**src/rtl/display_scanner_pkg.sv**
```systemverilog
// Shared colours, region codes and the per-pixel pipeline record for the display scanner.
package display_scanner_pkg;

    localparam logic [11:0] COLOR_TILE   = 12'hF80;
    localparam logic [11:0] COLOR_MM     = 12'h0AF;
    localparam logic [11:0] COLOR_LOSE   = 12'hF00;
    localparam logic [11:0] COLOR_EMPTY  = 12'h111;
    localparam logic [11:0] COLOR_BORDER = 12'hFFF;
    localparam logic [11:0] COLOR_PREV   = 12'h0F0;
    localparam logic [11:0] COLOR_GRID   = 12'h333;
    localparam logic [11:0] COLOR_BLANK  = 12'h000;

    typedef enum logic [1:0] {eRegNone, eRegBoard, eRegBorder, eRegPreview} region_e;

    typedef struct packed {
        region_e region;
        logic    hsync;
        logic    vsync;
        logic    de;
        logic    prev_bit;
        logic    grid;
    } pix_s;

    localparam pix_s PIX_IDLE = '{region: eRegNone, hsync: 1'b1, vsync: 1'b1,
                                  de: 1'b0, prev_bit: 1'b0, grid: 1'b0};

endpackage

```
**src/rtl/display_scanner_raster_timing.sv**
```systemverilog
// VGA-class raster counters: h/v position, active-low syncs, active window and frame start.
module raster_timing #(
    parameter int h_active_p = 640,
    parameter int h_fp_p     = 16,
    parameter int h_sync_p   = 96,
    parameter int h_bp_p     = 48,
    parameter int v_active_p = 480,
    parameter int v_fp_p     = 10,
    parameter int v_sync_p   = 2,
    parameter int v_bp_p     = 33
) (
    input  logic clk_i,
    input  logic reset_i,
    input  logic pix_en_i,
    output logic [$clog2(h_active_p+h_fp_p+h_sync_p+h_bp_p)-1:0] h_o,
    output logic [$clog2(v_active_p+v_fp_p+v_sync_p+v_bp_p)-1:0] v_o,
    output logic hsync_n_o,
    output logic vsync_n_o,
    output logic active_o,
    output logic frame_tick_o,
    output logic frame_start_o
);
    localparam int H_TOT = h_active_p + h_fp_p + h_sync_p + h_bp_p;
    localparam int V_TOT = v_active_p + v_fp_p + v_sync_p + v_bp_p;
    localparam int HW    = $clog2(H_TOT);
    localparam int VW    = $clog2(V_TOT);

    localparam logic [HW-1:0] H_LAST = HW'(H_TOT - 1);
    localparam logic [HW-1:0] H_ACT  = HW'(h_active_p);
    localparam logic [HW-1:0] HS_BEG = HW'(h_active_p + h_fp_p);
    localparam logic [HW-1:0] HS_END = HW'(h_active_p + h_fp_p + h_sync_p);
    localparam logic [VW-1:0] V_LAST = VW'(V_TOT - 1);
    localparam logic [VW-1:0] V_ACT  = VW'(v_active_p);
    localparam logic [VW-1:0] VS_BEG = VW'(v_active_p + v_fp_p);
    localparam logic [VW-1:0] VS_END = VW'(v_active_p + v_fp_p + v_sync_p);

    logic [HW-1:0] h_q, h_d;
    logic [VW-1:0] v_q, v_d;
    logic          frame_start_q, frame_start_d;
    logic          at_origin;

    always_ff @(posedge clk_i or posedge reset_i) begin
        if (reset_i) begin
            h_q           <= '0;
            v_q           <= '0;
            frame_start_q <= 1'b0;
        end else begin
            h_q           <= h_d;
            v_q           <= v_d;
            frame_start_q <= frame_start_d;
        end
    end

    always_comb begin
        at_origin     = (h_q == '0) && (v_q == '0);
        h_d           = h_q;
        v_d           = v_q;
        frame_start_d = frame_start_q;
        if (pix_en_i) begin
            // frame_start is registered so it lines up with the x/y stage
            frame_start_d = at_origin;
            if (h_q == H_LAST) begin
                h_d = '0;
                v_d = (v_q == V_LAST) ? '0 : v_q + 1'b1;
            end else begin
                h_d = h_q + 1'b1;
            end
        end
    end

    always_comb begin
        h_o           = h_q;
        v_o           = v_q;
        hsync_n_o     = !((h_q >= HS_BEG) && (h_q < HS_END));
        vsync_n_o     = !((v_q >= VS_BEG) && (v_q < VS_END));
        active_o      = (h_q < H_ACT) && (v_q < V_ACT);
        frame_tick_o  = pix_en_i && at_origin;
        frame_start_o = frame_start_q;
    end

endmodule

```
**src/rtl/display_scanner.sv**
```systemverilog
// Raster scan-out: walks the board via the game plate display port and emits 12-bit RGB.
// Optional build macro GRID_LINES_EN draws 12'h333 grid lines on empty board cells.
module display_scanner
    import display_scanner_pkg::*;
#(
    parameter int width_p    = 16,
    parameter int height_p   = 32,
    parameter int cell_lg_p  = 3,
    parameter int h_active_p = 640,
    parameter int h_fp_p     = 16,
    parameter int h_sync_p   = 96,
    parameter int h_bp_p     = 48,
    parameter int v_active_p = 480,
    parameter int v_fp_p     = 10,
    parameter int v_sync_p   = 2,
    parameter int v_bp_p     = 33,
    parameter int board_x0_p = 256,
    parameter int board_y0_p = 96,
    parameter int prev_x0_p  = 448,
    parameter int prev_y0_p  = 96,
    parameter int read_lat_p = 1
) (
    input  logic                        clk_i,
    input  logic                        reset_i,
    input  logic                        pix_en_i,
    output logic [$clog2(width_p)-1:0]  dis_logic_x_o,
    output logic [$clog2(height_p)-1:0] dis_logic_y_o,
    input  logic                        dis_logic_mm_i,
    input  logic                        dis_logic_cm_i,
    input  logic [3:0][3:0]             dis_logic_next_block_i,
    input  logic                        lose_i,
    output logic                        hsync_o,
    output logic                        vsync_o,
    output logic                        de_o,
    output logic [11:0]                 rgb_o,
    output logic                        frame_start_o
);
    localparam int XW    = $clog2(width_p);
    localparam int YW    = $clog2(height_p);
    localparam int H_TOT = h_active_p + h_fp_p + h_sync_p + h_bp_p;
    localparam int V_TOT = v_active_p + v_fp_p + v_sync_p + v_bp_p;
    localparam int HW    = $clog2(H_TOT);
    localparam int VW    = $clog2(V_TOT);
    localparam int D     = 1 + read_lat_p;

    localparam logic [HW:0] BRD_X0 = (HW+1)'(board_x0_p);
    localparam logic [HW:0] RNG_X0 = (HW+1)'(board_x0_p - 2);
    localparam logic [HW:0] PRV_X0 = (HW+1)'(prev_x0_p);
    localparam logic [HW:0] BRD_W  = (HW+1)'(width_p << cell_lg_p);
    localparam logic [HW:0] RNG_W  = (HW+1)'((width_p << cell_lg_p) + 4);
    localparam logic [HW:0] PRV_W  = (HW+1)'(4 << cell_lg_p);
    localparam logic [VW:0] BRD_Y0 = (VW+1)'(board_y0_p);
    localparam logic [VW:0] RNG_Y0 = (VW+1)'(board_y0_p - 2);
    localparam logic [VW:0] PRV_Y0 = (VW+1)'(prev_y0_p);
    localparam logic [VW:0] BRD_H  = (VW+1)'(height_p << cell_lg_p);
    localparam logic [VW:0] RNG_H  = (VW+1)'((height_p << cell_lg_p) + 4);
    localparam logic [VW:0] PRV_H  = (VW+1)'(4 << cell_lg_p);

    logic [HW-1:0] h;
    logic [VW-1:0] v;
    logic          hs_n, vs_n, active, frame_tick;

    raster_timing #(
        .h_active_p(h_active_p), .h_fp_p(h_fp_p), .h_sync_p(h_sync_p), .h_bp_p(h_bp_p),
        .v_active_p(v_active_p), .v_fp_p(v_fp_p), .v_sync_p(v_sync_p), .v_bp_p(v_bp_p)
    ) u_timing (
        .clk_i        (clk_i),
        .reset_i      (reset_i),
        .pix_en_i     (pix_en_i),
        .h_o          (h),
        .v_o          (v),
        .hsync_n_o    (hs_n),
        .vsync_n_o    (vs_n),
        .active_o     (active),
        .frame_tick_o (frame_tick),
        .frame_start_o(frame_start_o)
    );

    // Offsets are one bit wider than the counters: a negative offset wraps
    // to a large unsigned value and fails the extent compare on its own.
    logic [HW:0]    bx, rx, px;
    logic [VW:0]    by, ry, py;
    logic           in_board, in_ring, in_prev;
    logic [1:0]     prev_r, prev_c;
    pix_s           pix_new;
    logic [XW-1:0]  x_q, x_d;
    logic [YW-1:0]  y_q, y_d;
    logic [3:0][3:0] prev_q, prev_d;
    pix_s           pipe_q [1:D];
    pix_s           pipe_d [1:D];
    pix_s           pix_out;

    always_comb begin
        bx       = {1'b0, h} - BRD_X0;
        rx       = {1'b0, h} - RNG_X0;
        px       = {1'b0, h} - PRV_X0;
        by       = {1'b0, v} - BRD_Y0;
        ry       = {1'b0, v} - RNG_Y0;
        py       = {1'b0, v} - PRV_Y0;
        in_board = (bx < BRD_W) && (by < BRD_H);
        in_ring  = (rx < RNG_W) && (ry < RNG_H);
        in_prev  = (px < PRV_W) && (py < PRV_H);
        prev_r   = py[cell_lg_p +: 2];
        prev_c   = px[cell_lg_p +: 2];

        pix_new.hsync    = hs_n;
        pix_new.vsync    = vs_n;
        pix_new.de       = active;
        pix_new.region   = in_board ? eRegBoard :
                           in_ring  ? eRegBorder :
                           in_prev  ? eRegPreview : eRegNone;
        pix_new.prev_bit = prev_q[prev_r][prev_c];
`ifdef GRID_LINES_EN
        pix_new.grid     = (bx[cell_lg_p-1:0] == '0) || (by[cell_lg_p-1:0] == '0);
`else
        pix_new.grid     = 1'b0;
`endif
    end

    always_comb begin
        pipe_d = pipe_q;
        x_d    = x_q;
        y_d    = y_q;
        prev_d = frame_tick ? dis_logic_next_block_i : prev_q;
        if (pix_en_i) begin
            pipe_d[1] = pix_new;
            for (int i = 2; i <= D; i++) pipe_d[i] = pipe_q[i-1];
            x_d = in_board ? bx[cell_lg_p +: XW] : '0;
            y_d = in_board ? by[cell_lg_p +: YW] : '0;
        end
    end

    always_ff @(posedge clk_i or posedge reset_i) begin
        if (reset_i) begin
            x_q    <= '0;
            y_q    <= '0;
            prev_q <= '0;
            for (int i = 1; i <= D; i++) pipe_q[i] <= PIX_IDLE;
        end else begin
            x_q    <= x_d;
            y_q    <= y_d;
            prev_q <= prev_d;
            for (int i = 1; i <= D; i++) pipe_q[i] <= pipe_d[i];
        end
    end

    // The tail stage meets mm/cm as they arrive, so the colour mux stays combinational.
    always_comb begin
        pix_out = pipe_q[D];
        rgb_o   = COLOR_BLANK;
        if (pix_out.de) begin
            case (pix_out.region)
                eRegBoard: begin
                    if (dis_logic_cm_i)      rgb_o = COLOR_TILE;
                    else if (dis_logic_mm_i) rgb_o = lose_i ? COLOR_LOSE : COLOR_MM;
                    else                     rgb_o = pix_out.grid ? COLOR_GRID : COLOR_EMPTY;
                end
                eRegBorder:  rgb_o = COLOR_BORDER;
                eRegPreview: rgb_o = pix_out.prev_bit ? COLOR_PREV : COLOR_BLANK;
                default:     rgb_o = COLOR_BLANK;
            endcase
        end
    end

    always_comb begin
        dis_logic_x_o = x_q;
        dis_logic_y_o = y_q;
        hsync_o       = pix_out.hsync;
        vsync_o       = pix_out.vsync;
        de_o          = pix_out.de;
    end

endmodule

```
**config.mk**
```make
export PLATFORM = sky130hd
export DESIGN_NAME = display_scanner
export DESIGN_NICKNAME = d
export VERILOG_FILES = /design/src/rtl/display_scanner_pkg.sv /design/src/rtl/display_scanner_raster_timing.sv /design/src/rtl/display_scanner.sv
export SDC_FILE = /design/constraint.sdc
export NUM_CORES = 1
export LEC_CHECK = 0
export CORE_MARGIN = 1.5
export CORE_UTILIZATION = 42
export DETAILED_ROUTE_END_ITERATION = 6
export MAX_ROUTING_LAYER = met4
export PLACE_DENSITY = 0.66
export SLEW_MARGIN = 20
export SYNTH_ARGS = -nofsm -noshare
export SYNTH_HDL_FRONTEND = slang
export SYNTH_HIERARCHICAL = 1
export SYNTH_SLANG_ARGS = --single-unit
```
**constraint.sdc**
```tcl
create_clock -name clk_i -period 3.2 [get_ports clk_i]
set_input_delay 0.8 -clock clk_i [delete_from_list [all_inputs] [get_ports clk_i]]
set_output_delay 0.8 -clock clk_i [all_outputs]
set_load 0.01 [all_outputs]
```
**After elaboration in Yosys (flattened, before gate mapping)**

Index checks and enable logic that the tools add are counted.

- Register bits after elaboration: 58
- Logic and storage cells: 75

- Add/subtract/negate cells: 7
- $lt $le $gt $ge: 14
- Equality and inequality tests: 5
- Muxes and demuxes: 17
- Reduce and logical (&&, ||, !) cells: 13

Operators by type and width:

| kind | count |
|---|---|
| 12-bit 2-to-1 mux | 4 |
| 12-bit one-hot mux with 3 select lines | 1 |
| 11-bit by 6-bit less-than comparator with 1-bit output (second input constant) | 2 |
| 11-bit by 8-bit less-than comparator with 1-bit output (second input constant) | 2 |
| 11-bit by 9-bit less-than comparator with 1-bit output (second input constant) | 2 |
| 10-bit by 7-bit subtractor with 11-bit output (second input constant) | 2 |
| 10-bit by 9-bit subtractor with 11-bit output (second input constant) | 2 |
| 10-bit by 1-bit adder with 10-bit output (second input constant) | 2 |
| 10-bit equality test (second input constant) | 2 |
| 10-bit zero test | 2 |
| 10-bit less-than comparator (second input constant) | 2 |
| 10-bit by 9-bit less-than comparator with 1-bit output (second input constant) | 2 |
| 10-bit 2-to-1 mux | 2 |
| 10-bit by 8-bit subtractor with 11-bit output (second input constant) | 1 |
| 10-bit greater-or-equal comparator (second input constant) | 1 |
| 10-bit by 9-bit greater-or-equal comparator with 1-bit output (second input constant) | 1 |
| 4-bit binary-select mux with 2-bit select | 1 |
| 1-bit logical AND | 8 |
| 4-bit 2-to-1 mux | 2 |
| 8-bit 2-to-1 mux | 1 |
| 2-bit by 3-bit less-than comparator with 1-bit output (second input constant) | 2 |
| 2-bit 2-to-1 mux | 3 |
| 5-bit 2-to-1 mux | 1 |
| 2-bit equality test (second input constant) | 2 |
| 5 further kinds | 6 |

**Longest topological paths before layout**

Gate-level depths: netlist (run 1).

- Depth after elaboration: 6
- Mapped depth: 8

**Hierarchy**

Netlist (run 1), hierarchy kept.

Modules (own cells, without submodules):

| module | instances | cells an instance | area each (sq um) | sequential area each (sq um) |
|---|---|---|---|---|
| display_scanner | 1 | 208 | 2205.9 | 930.9 |
| raster_timing | 1 | 123 | 1231.2 | 525.5 |

**Worst setup path before layout (run 1)**

Ideal clock, no wire load.

- Path kind: input to register
- Start point: input pix_en_i
- End point: register prev_q[11] in the netlist's numbering
- Data arrival time: 2.567 ns
- Path slack: 0.509 ns
- Cell stages on the path: 7
- Cells stage by stage: buf_2 > nor4b_1 > nand3_1 > nor4_1 > clkbuf_1 > clkbuf_1 > mux2_2

- Word-level cells in the longest chain between the ends: 1

RTL lines:

| what | RTL line | source |
|---|---|---|
| from (decl) | display_scanner.sv:25 | `input logic pix_en_i,` |
| 1-bit logical AND | display_scanner_raster_timing.sv:77 | `frame_tick_o = pix_en_i && at_origin;` |
| via frame_tick | display_scanner.sv:61 | `logic hs_n, vs_n, active, frame_tick;` |
| to (signal assigned) | display_scanner.sv:142 | `prev_q <= prev_d;` |
| to (decl) | display_scanner.sv:88 | `logic [3:0][3:0] prev_q, prev_d;` |

The timed path passes the listed nets, and every way through them passes these cells.
A chain may end at the register's enable or synchronous reset.

**Final worst setup path (run 1)**

- Start point: input dis_logic_mm_i
- End point: output rgb_o[7]

- Word-level cells in the longest chain between the ends: 4

RTL lines:

| what | RTL line | source |
|---|---|---|
| from (decl) | display_scanner.sv:28 | `input logic dis_logic_mm_i,` |
| 12-bit 2-to-1 mux | display_scanner.sv:155 | `else if (dis_logic_mm_i) rgb_o = lose_i ? COLOR_LOSE : COLOR_MM;` |
| 12-bit 2-to-1 mux | display_scanner.sv:154 | `if (dis_logic_cm_i) rgb_o = COLOR_TILE;` |
| 12-bit one-hot mux with 3 select lines | display_scanner.sv:152 | `case (pix_out.region)` |
| 12-bit 2-to-1 mux | display_scanner.sv:151 | `if (pix_out.de) begin` |
| to (decl) | display_scanner.sv:35 | `output logic [11:0] rgb_o,` |

Every way passes these cells.

==> metrics.yaml, run 1 <==
ios: 47
ant_nets: 0
dpl.hpwl_mm: 5.09
drtIter0Drc: 178
outcome: "complete, no violations"
dr_total_vias: 2588
dieWidth_um: 93.5
worst_pin_slew_ps: 826
core-area_um2: 7810
timing.hold.ws_ps: 481
yosys_warnings: 6
async_flop_share_pct: 100
track_usage_pct: 18.5
insertion_delay_ps: 340
synth.top_cells.by_area: "dfrtp_1 39%, mux2_2 8.5%, ha_1 4.7%"
clk_root_buffer_cell: "clkbuf_8"
synth_area_leader_cell: "dfrtp_1"
fin_ws_ps: 158
dieArea_um2: 8730
vdd_drop_max_v: 0.000224
totalWireLength_mm: 7.18
synth-compound-area-share_pct: 11.2
rr_worst_depth: 3
clock_skew_ps: 8.58
register_area_um2: 1460
cts.path.max_buffers: 2
yosys.area_share.simple_pct: 19.5
post-cts-setup-buffers: 0
first_global_vias: 2424
h-tree-depth: 3
drive_gt1_share_pct: 20.4
syn_inst: 331
slowest_delay_ps: 560
p_per_area_nw_per_um2: 456
synth_top_area_share_pct: 39.3
path_max_fanout: 3
ys_types: 69
overflow: 0
antenna_found_initial: 0
arrival_ps: 2240
drv_slew: 0
drt_first_pass_iters: 4
rsz0062_at_grt: "no"
fin_crit_ps: 3040
die-height_um: 93.5
crit_type: "input pin to output port"
dp_slack_ps: -117
post_drt_wl_per_cell_um: 14.8
cts.clk_slew.worst_paths_ps: 70
cts_sinks: 58
synth-main-ff-cell: "dfrtp_1"
grt_pass1_wl_mm: 12.2
ys_seq_area_share_pct: 42.4
p_leak_nw: 1.89
crit_chain: "clkdlybuf4s50_1, nand2b_1, nand2b_1, nand2_1, a21oi_1, clkdlybuf4s50_1"
cap_violations: 0
rrSetupSlack_ps: 920
end_kind: "output port"
layout-area-overhead-vs-synth_pct: 21.4
synth_top_family_by_area: "simple AND/OR/NAND/NOR gates"
hold_depth: 1
r2r-start: "u_timing/v_o[3]$_DFFE_PP0P_"
via_per_inst: 5.35
num_rows: 32
crit_start: "dis_logic_mm_i"
cts_tree: "done"
synth.net_count: 366
worstSetupStartpointType: "input pin"
worstHoldPathType: "register to register"
finalCritPeriodShare_pct: 95.1
num_antenna_cells: 0
port_buffers: 46
fin_nets: 412
synth.area.mux_share_pct: 12.9
timing.rr.end: "pipe_q[8]$_DFFE_PP0P_"
hold_viol: 0
synth_seq_cells: 58
crit_end: "rgb_o[7]"
slew_headroom_pct: 44.8
critPathSlowestCell: "clkdlybuf4s50_1"
post-route-drc-count: 0
crit_required_ps: 2400
fmax_ghz: 0.329
routabilityCongestion: 0.810
setup_viol: 0
syn-cell-area_um2: 3440
start_util_pct: 44.0
fillers: 721
multi_input_area_um2: 1790
grt_max_degree: 38
syn_avg_cell_area_um2: 10.4
synth_edf_count: 0
synth_xor_area_share_pct: 3.57
synthAdderAreaFrac_pct: 4.73
cts_made_buffers: 9
area by class of cell:
class,instances,area share [%]
Multi-Input combinational cell,235,42.9
Inverter,19,1.71
Timing Repair Buffer,54,12.3
Clock inverter,4,1.17
Clock buffer,12,3.96
Tap cell,102,3.06
Sequential cell,58,34.9
Yosys cell counts (3+ instances only):
cell,number
dfstp_2,4
nand2_1,27
buf_2,4
inv_1,18
clkbuf_1,6
xor2_1,6
o31ai_1,3
nor2_1,18
nor3_1,6
nand3_1,11
and4_1,4
or4_4,3
nor4_1,4
and3_1,4
nand4_1,4
a31oi_1,3
o21ai_0,9
mux2_2,26
ha_1,13
or3_1,4
buf_4,4
dfrtp_1,54
xnor2_1,8
a21oi_1,14
nor4b_1,5
a21o_1,4
nand2b_1,4
o22ai_1,9
mux4_2,5
metal layers:
metal  track usage, %  vias up  wire [um]
met3             2.93       11        231
met5                -        -          0
met4             8.33        0        127
met2             27.5       45       3290
met1             24.9     1238       3540
li1                 -     1294          -
power breakdown:
part / total, W / switching (W) / internal, W
logic: 0.000293 / 0.000137 / 0.000156
registers: 0.000893 / 0.000117 / 0.000776
clock network: 0.000717 / 0.000296 / 0.000422
total: 0.00190 / 0.000550 / 0.00135
placed cells by master, fill, tap and decap left out, types with 2 or more instances in the layout:
cell type / count
inv_1: 18
nor4_1: 3
a211o_2: 2
a21o_1: 4
or4_1: 2
nor2_2: 2
ha_1: 13
dfrtp_1: 54
nor3_1: 6
or4_4: 3
nor4b_1: 5
nand2b_1: 4
xor2_1: 6
and4_1: 4
dlygate4sd2_1: 7
o31ai_1: 3
buf_4: 8
and3_1: 4
nor2_1: 18
nand4_1: 4
xnor2_1: 8
clkbuf_8: 12
mux2_2: 26
or2_2: 2
o21ai_0: 9
o211ai_1: 2
dfstp_2: 4
o22ai_1: 9
clkdlybuf4s50_1: 38
nand3_1: 11
nand2_1: 27
or3_1: 4
mux4_2: 5
a21oi_1: 14
a31oi_1: 3
o21a_1: 2
clkinv_2: 2
stage by stage:
step | cells | utilization, % | cell area, um2 | TNS, ps | total power [W]
finish | 484 | 53.5 | 4170 | 0 | 0.00190
global route | 484 | 53.5 | 4170 | 0 | 0.00201
CTS | 484 | 53.4 | 4170 | 0 | 0.00192
detailed placement | 468 | 50.8 | 3970 | -525 | 0.00121
global placement | 468 | 50.8 | 3970 | -318 | 0.00120
floorplan | 331 | - | 3440 | 0 | 0.00110
logic make-up (layout without fill, tap and decap cells):
family | Yosys count | after routing
XOR/XNOR | 14 | 14
multiplexers | 34 | 34
buffers and inverters | 38 | 89
AND/OR/NAND/NOR | 115 | 115
adder cells (fa/ha/maj) | 13 | 13
AO/OA/AOI/OAI | 59 | 59
flip-flops | 58 | 58
registers in the layout, indices dropped and copies added, names as in the netlist:
| name | flops |
|---|---|
| de_o | 1 |
| dis_logic_x_o | 4 |
| dis_logic_y_o | 5 |
| hsync_o | 1 |
| pipe_q | 9 |
| prev_q | 16 |
| u_timing/frame_start_o | 1 |
| u_timing/h_o | 10 |
| u_timing/v_o | 10 |
| vsync_o | 1 |
how the worst min path moves through the flow:
stage | end | from | slack, ps
3_5_place_dp | u_timing/frame_start_o$_DFFE_PP0P_ | u_timing/frame_start_o$_DFFE_PP0P_ | 470
5_1_grt | dis_logic_y_o[2]$_DFFE_PP0P_ | dis_logic_y_o[2]$_DFFE_PP0P_ | 490
3_3_place_gp | u_timing/frame_start_o$_DFFE_PP0P_ | u_timing/frame_start_o$_DFFE_PP0P_ | 460
4_1_cts | u_timing/frame_start_o$_DFFE_PP0P_ | u_timing/frame_start_o$_DFFE_PP0P_ | 480
2_1_floorplan | de_o$_DFFE_PP0P_ | pipe_q[9]$_DFFE_PP0P_ | 450
6_report | u_timing/frame_start_o$_DFFE_PP0P_ | u_timing/frame_start_o$_DFFE_PP0P_ | 480
worst max-delay path: cells and delay by family:
family	cells	cell delay, ps
AO/OA/AOI/OAI	1	140
buffers and inverters	2	1070
AND/OR/NAND/NOR	3	230
repair_timing:
item | CTS | global route
resized for setup | 7 | 1
hold buffers | 0 | 0
setup endpoints to repair | 7 | 1
gates cloned | 0 | 0
Power figures use the tool's default switching activity.
==> run 2, diff against run 1 <==
Settings changed: MAX_ROUTING_LAYER met4 to unset, PLACE_DENSITY 0.66 to 0.62.
==> metrics.yaml, run 2 (same netlist as run 1, synthesis figures left out) <==
outcome: "complete, no violations"
core-area_um2: 7810
clock_skew_ps: 5.12
drive_gt1_share_pct: 20.6
drv_slew: 0
grt.met1_usage_pct: 23.8
busiest_layer: "met2"
worstSetupStartpointType: "input pin"
vdd_drop_max_v: 0.000211
num_rows: 32
dp_slack_ps: -126
cts_resized: 9
p_leak_nw: 1.88
grt_pass1_wl_mm: 12.1
fin_crit_ps: 3100
via_per_inst: 5.38
r2r-start: "u_timing/v_o[6]$_DFFE_PP0P_"
dieArea_um2: 8730
layout-area-overhead-vs-synth_pct: 20.9
fin_nets: 413
totalWireLength_mm: 7.35
post-route-drc-count: 0
start_util_pct: 44.0
most-common-layout-cells: "54 x dfrtp_1, 37 x clkdlybuf4s50_1, 27 x nand2_1"
largest_register_ffs: 16
cts.clk_slew.worst_paths_ps: 70
grt_max_degree: 41
dr_total_vias: 2610
drt_first_pass_iters: 4
die-height_um: 93.5
grt_util_met2_pct: 28.1
slew_headroom_pct: 43.7
track_usage_pct: 18.2
first_global_vias: 2493
routabilityCongestion: 0.787
finalCritPeriodShare_pct: 96.9
fin_ws_ps: 99.2
dpl.hpwl_mm: 5.17
overflow: 0
post_drt_wl_per_cell_um: 15.1
timing.rr.end: "pipe_q[13]$_DFFE_PP0P_"
cap_violations: 0
dieWidth_um: 93.5
dpl-instance-area_um2: 3970
post-cts-setup-buffers: 0
drtIter0Drc: 109
regMostFlops: "prev_q"
num_antenna_cells: 0
arrival_ps: 2300
worstHoldStart: "pipe_q[12]$_DFFE_PP0P_"
ios: 47
hold_buffers: 0
ant_nets: 0
cts_made_buffers: 9
path_max_fanout: 2
h-tree-depth: 3
placed_cells: 469
worst_pin_slew_ps: 843
layout.cells.most_common: "dfrtp_1"
rsz0062_at_grt: "no"
rr_worst_depth: 7
hold_viol: 0
crit_type: "input pin to output port"
fin_area_um2: 4160
antenna_found_initial: 0
p_per_area_nw_per_um2: 447
cts_tree: "done"
crit_required_ps: 2400
clk_root_buffer_cell: "clkbuf_8"
worstHoldPathType: "register to register"
setup_viol: 0
rrSetupSlack_ps: 730
cts_sinks: 58
fmax_ghz: 0.322
cts.path.max_buffers: 2
hold_depth: 2
use_met3_pct: 4.55
final_cells: 485
finalSetupTns_ps: 0
hold_path_end: "pipe_q[5]$_DFFE_PP0P_"
port_buffers: 46
insertion_delay_ps: 350
end_kind: "output port"
run 2: changes by cell type in the layout (fill, tap and decap cells not counted), sizes merged:
cell	delta
clkbuf	-2
buf	+1
clkdlybuf4s50	-1
clkinv	+1
clkinvlp	+1
dlygate4sd2	+1
run 2: metrics by stage:
stage | hold slack [ps] | utilization [%] | total power, W
final | 484 | 53.2 | 0.00186
after global placement | 461 | 50.9 | 0.00122
after floorplan | 449 | - | 0.00110
after CTS | 486 | 53.2 | 0.00188
after detailed placement | 469 | 50.9 | 0.00123
after global routing | 516 | 53.2 | 0.00195
run 2: layout make-up:
type / instances / area, um2
Fill cell: 709 / 3650
Clock buffer: 10 / 128
Sequential cell: 58 / 1460
Clock inverter: 6 / 57.6
Tap cell: 102 / 128
Inverter: 19 / 71.3
Multi-Input combinational cell: 235 / 1790
Timing Repair Buffer: 55 / 520
run 2: metal layers:
| metal | share of wire (%) | vias to the layer above |
|---|---|---|
| met5 | 0 | - |
| met4 | 1.6 | 0 |
| met3 | 4.2 | 7 |
| met2 | 46 | 55 |
| met1 | 49 | 1250 |
| li1 | - | 1298 |
run 2: worst max-delay path, cell delays in order:
cell and delay, ps:
clkdlybuf4s50_1 480, nand2b_1 130, buf_4 120, o21ai_0 70, a21oi_1 150, clkdlybuf4s50_1 550
run 2: power breakdown:
group / total (W) / internal, W / switching [W]
Sequential: 0.000868 / 0.000776 / 0.0000918
Combinational: 0.000337 / 0.000166 / 0.000171
Clock: 0.000651 / 0.000354 / 0.000298
run 2: how the worst max path moves through the flow:
stage	endpoint	slack, ps	cells past startpoint	from
2_1_floorplan	prev_q[11]$_DFFE_PP0P_	510	7	pix_en_i
3_3_place_gp	rgb_o[1]	-70	5	lose_i
3_5_place_dp	rgb_o[2]	-130	5	dis_logic_mm_i
4_1_cts	rgb_o[7]	50	7	dis_logic_mm_i
5_1_grt	rgb_o[8]	60	6	lose_i
6_report	rgb_o[8]	100	6	lose_i
==> run 3, diff against run 2 <==
Settings changed: CORE_MARGIN 1.5 to unset.
==> metrics.yaml, run 3 (same netlist as run 1, synthesis figures left out) <==
ios: 47
cts.clk_slew.worst_paths_ps: 70
cts_sinks: 58
fmax_ghz: 0.320
path_max_fanout: 2
dr_total_vias: 2640
routabilityCongestion: 0.802
post-cts-setup-buffers: 0
post-route-drc-count: 0
setup_viol: 0
ant_nets: 0
layout-area-overhead-vs-synth_pct: 21.4
drive_gt1_share_pct: 21.0
overflow: 0
p_per_area_nw_per_um2: 442
crit_type: "input pin to output port"
slew_headroom_pct: 43.8
via_per_inst: 5.42
vdd_drop_max_v: 0.000235
fin_util_pct: 53.4
dp_slack_ps: -98.4
insertion_delay_ps: 350
port_buffers: 46
largest_register_ffs: 16
num_antenna_cells: 0
h-tree-depth: 3
first_global_vias: 2479
antenna_found_initial: 0
worstSetupStartpointType: "input pin"
drt_first_pass_iters: 4
post_drt_wl_per_cell_um: 15.0
fin_nets: 415
drv_slew: 0
fin_ws_ps: 71.6
num_rows: 32
cap_violations: 0
rrSetupSlack_ps: 970
grt_max_degree: 38
fin_area_um2: 4170
grt_pass1_wl_mm: 12.4
cts_made_buffers: 9
most-common-layout-cells: "54 x dfrtp_1, 38 x clkdlybuf4s50_1, 27 x nand2_1"
die-height_um: 92.5
dpl-instance-area_um2: 3990
drtIter0Drc: 141
track_usage_pct: 18.9
arrival_ps: 2330
clock_skew_ps: 7.17
dieArea_um2: 8550
fillers: 737
hold_viol: 0
crit_required_ps: 2400
totalWireLength_mm: 7.33
clk_root_buffer_cell: "clkbuf_8"
outcome: "complete, no violations"
core-area_um2: 7810
finalCritPeriodShare_pct: 97.8
rsz0062_at_grt: "no"
dpl.hpwl_mm: 5.21
worst_pin_slew_ps: 843
regMostFlops: "prev_q"
start_util_pct: 44.0
cts_tree: "done"
p_leak_nw: 1.88
worstHoldPathType: "register to register"
fin_crit_ps: 3130
cts.path.max_buffers: 2
end_kind: "output port"
dieWidth_um: 92.5
layout.cells.most_common: "dfrtp_1"
-- run 3: cell types whose count changed in the layout (fill, tap and decap cells not counted) --
| cell | delta |
|---|---|
| dlygate4sd2_1 | -1 |
| clkdlybuf4s50_1 | +1 |
| buf_4 | +2 |
-- run 3: area by class of cell --
cell class | instances | area (um2) | area share [%]
timing repair buffer | 57 | 537 | 12.9
clock buffer | 10 | 128 | 3.06
multi-input combinational | 235 | 1790 | 43.0
sequential | 58 | 1460 | 34.9
tap | 102 | 128 | 3.06
clock inverter | 6 | 57.6 | 1.38
inverter | 19 | 71.3 | 1.71
-- run 3: where the power goes --
group          total, W  internal, W  switching (W)
clock network  0.000652     0.000354       0.000298
logic          0.000298     0.000158       0.000140
registers      0.000895     0.000776       0.000120
total           0.00184      0.00129       0.000557
-- run 3: routing by layer --
layer | wire length, um | vias up | track usage [%]
li1 | - | 1302 | -
met1 | 3670 | 1278 | 26.8
met2 | 3320 | 52 | 27.3
met3 | 251 | 8 | 5.58
met4 | 89 | 0 | 6.25
met5 | 0 | - | 0
-- run 3: path summary, 6_finish.rpt --
path / start / endpoint / depth (start not counted)
max in group asynchronous: reset_i / u_timing/h_o[9]$_DFFE_PP0P_ / 2
setup reg to reg: u_timing/v_o[5]$_DFFE_PP0P_ / pipe_q[13]$_DFFE_PP0P_ / 7
hold / removal: u_timing/frame_start_o$_DFFE_PP0P_ / u_timing/frame_start_o$_DFFE_PP0P_ / 1
setup / recovery: lose_i / rgb_o[7] / 7
hold reg to reg: u_timing/frame_start_o$_DFFE_PP0P_ / u_timing/frame_start_o$_DFFE_PP0P_ / 1
min in group asynchronous: reset_i / prev_q[14]$_DFFE_PP0P_ / 3
-- run 3: through the flow --
stage                     std cells  total power, W  TNS (ps)  hold WS [ps]
after floorplan                 331         0.00110         0           449
after global placement          471         0.00121      -318           463
after detailed placement        471         0.00122      -509           474
after CTS                       487         0.00187         0           492
after global routing            487         0.00196         0           510
final                           487         0.00184         0           486
-- run 3: worst max-delay path, stage by stage --
cell and delay (ps):
clkdlybuf4s50_1 420, nand2b_1 160, buf_4 130, nand2b_1 60, nand2_1 60, a21oi_1 140
clkdlybuf4s50_1 550
-- run 3: timing repair --
action,CTS,global route
endpoints found under the setup margin,7,1
hold buffers,0,0
gates resized for setup,8,1
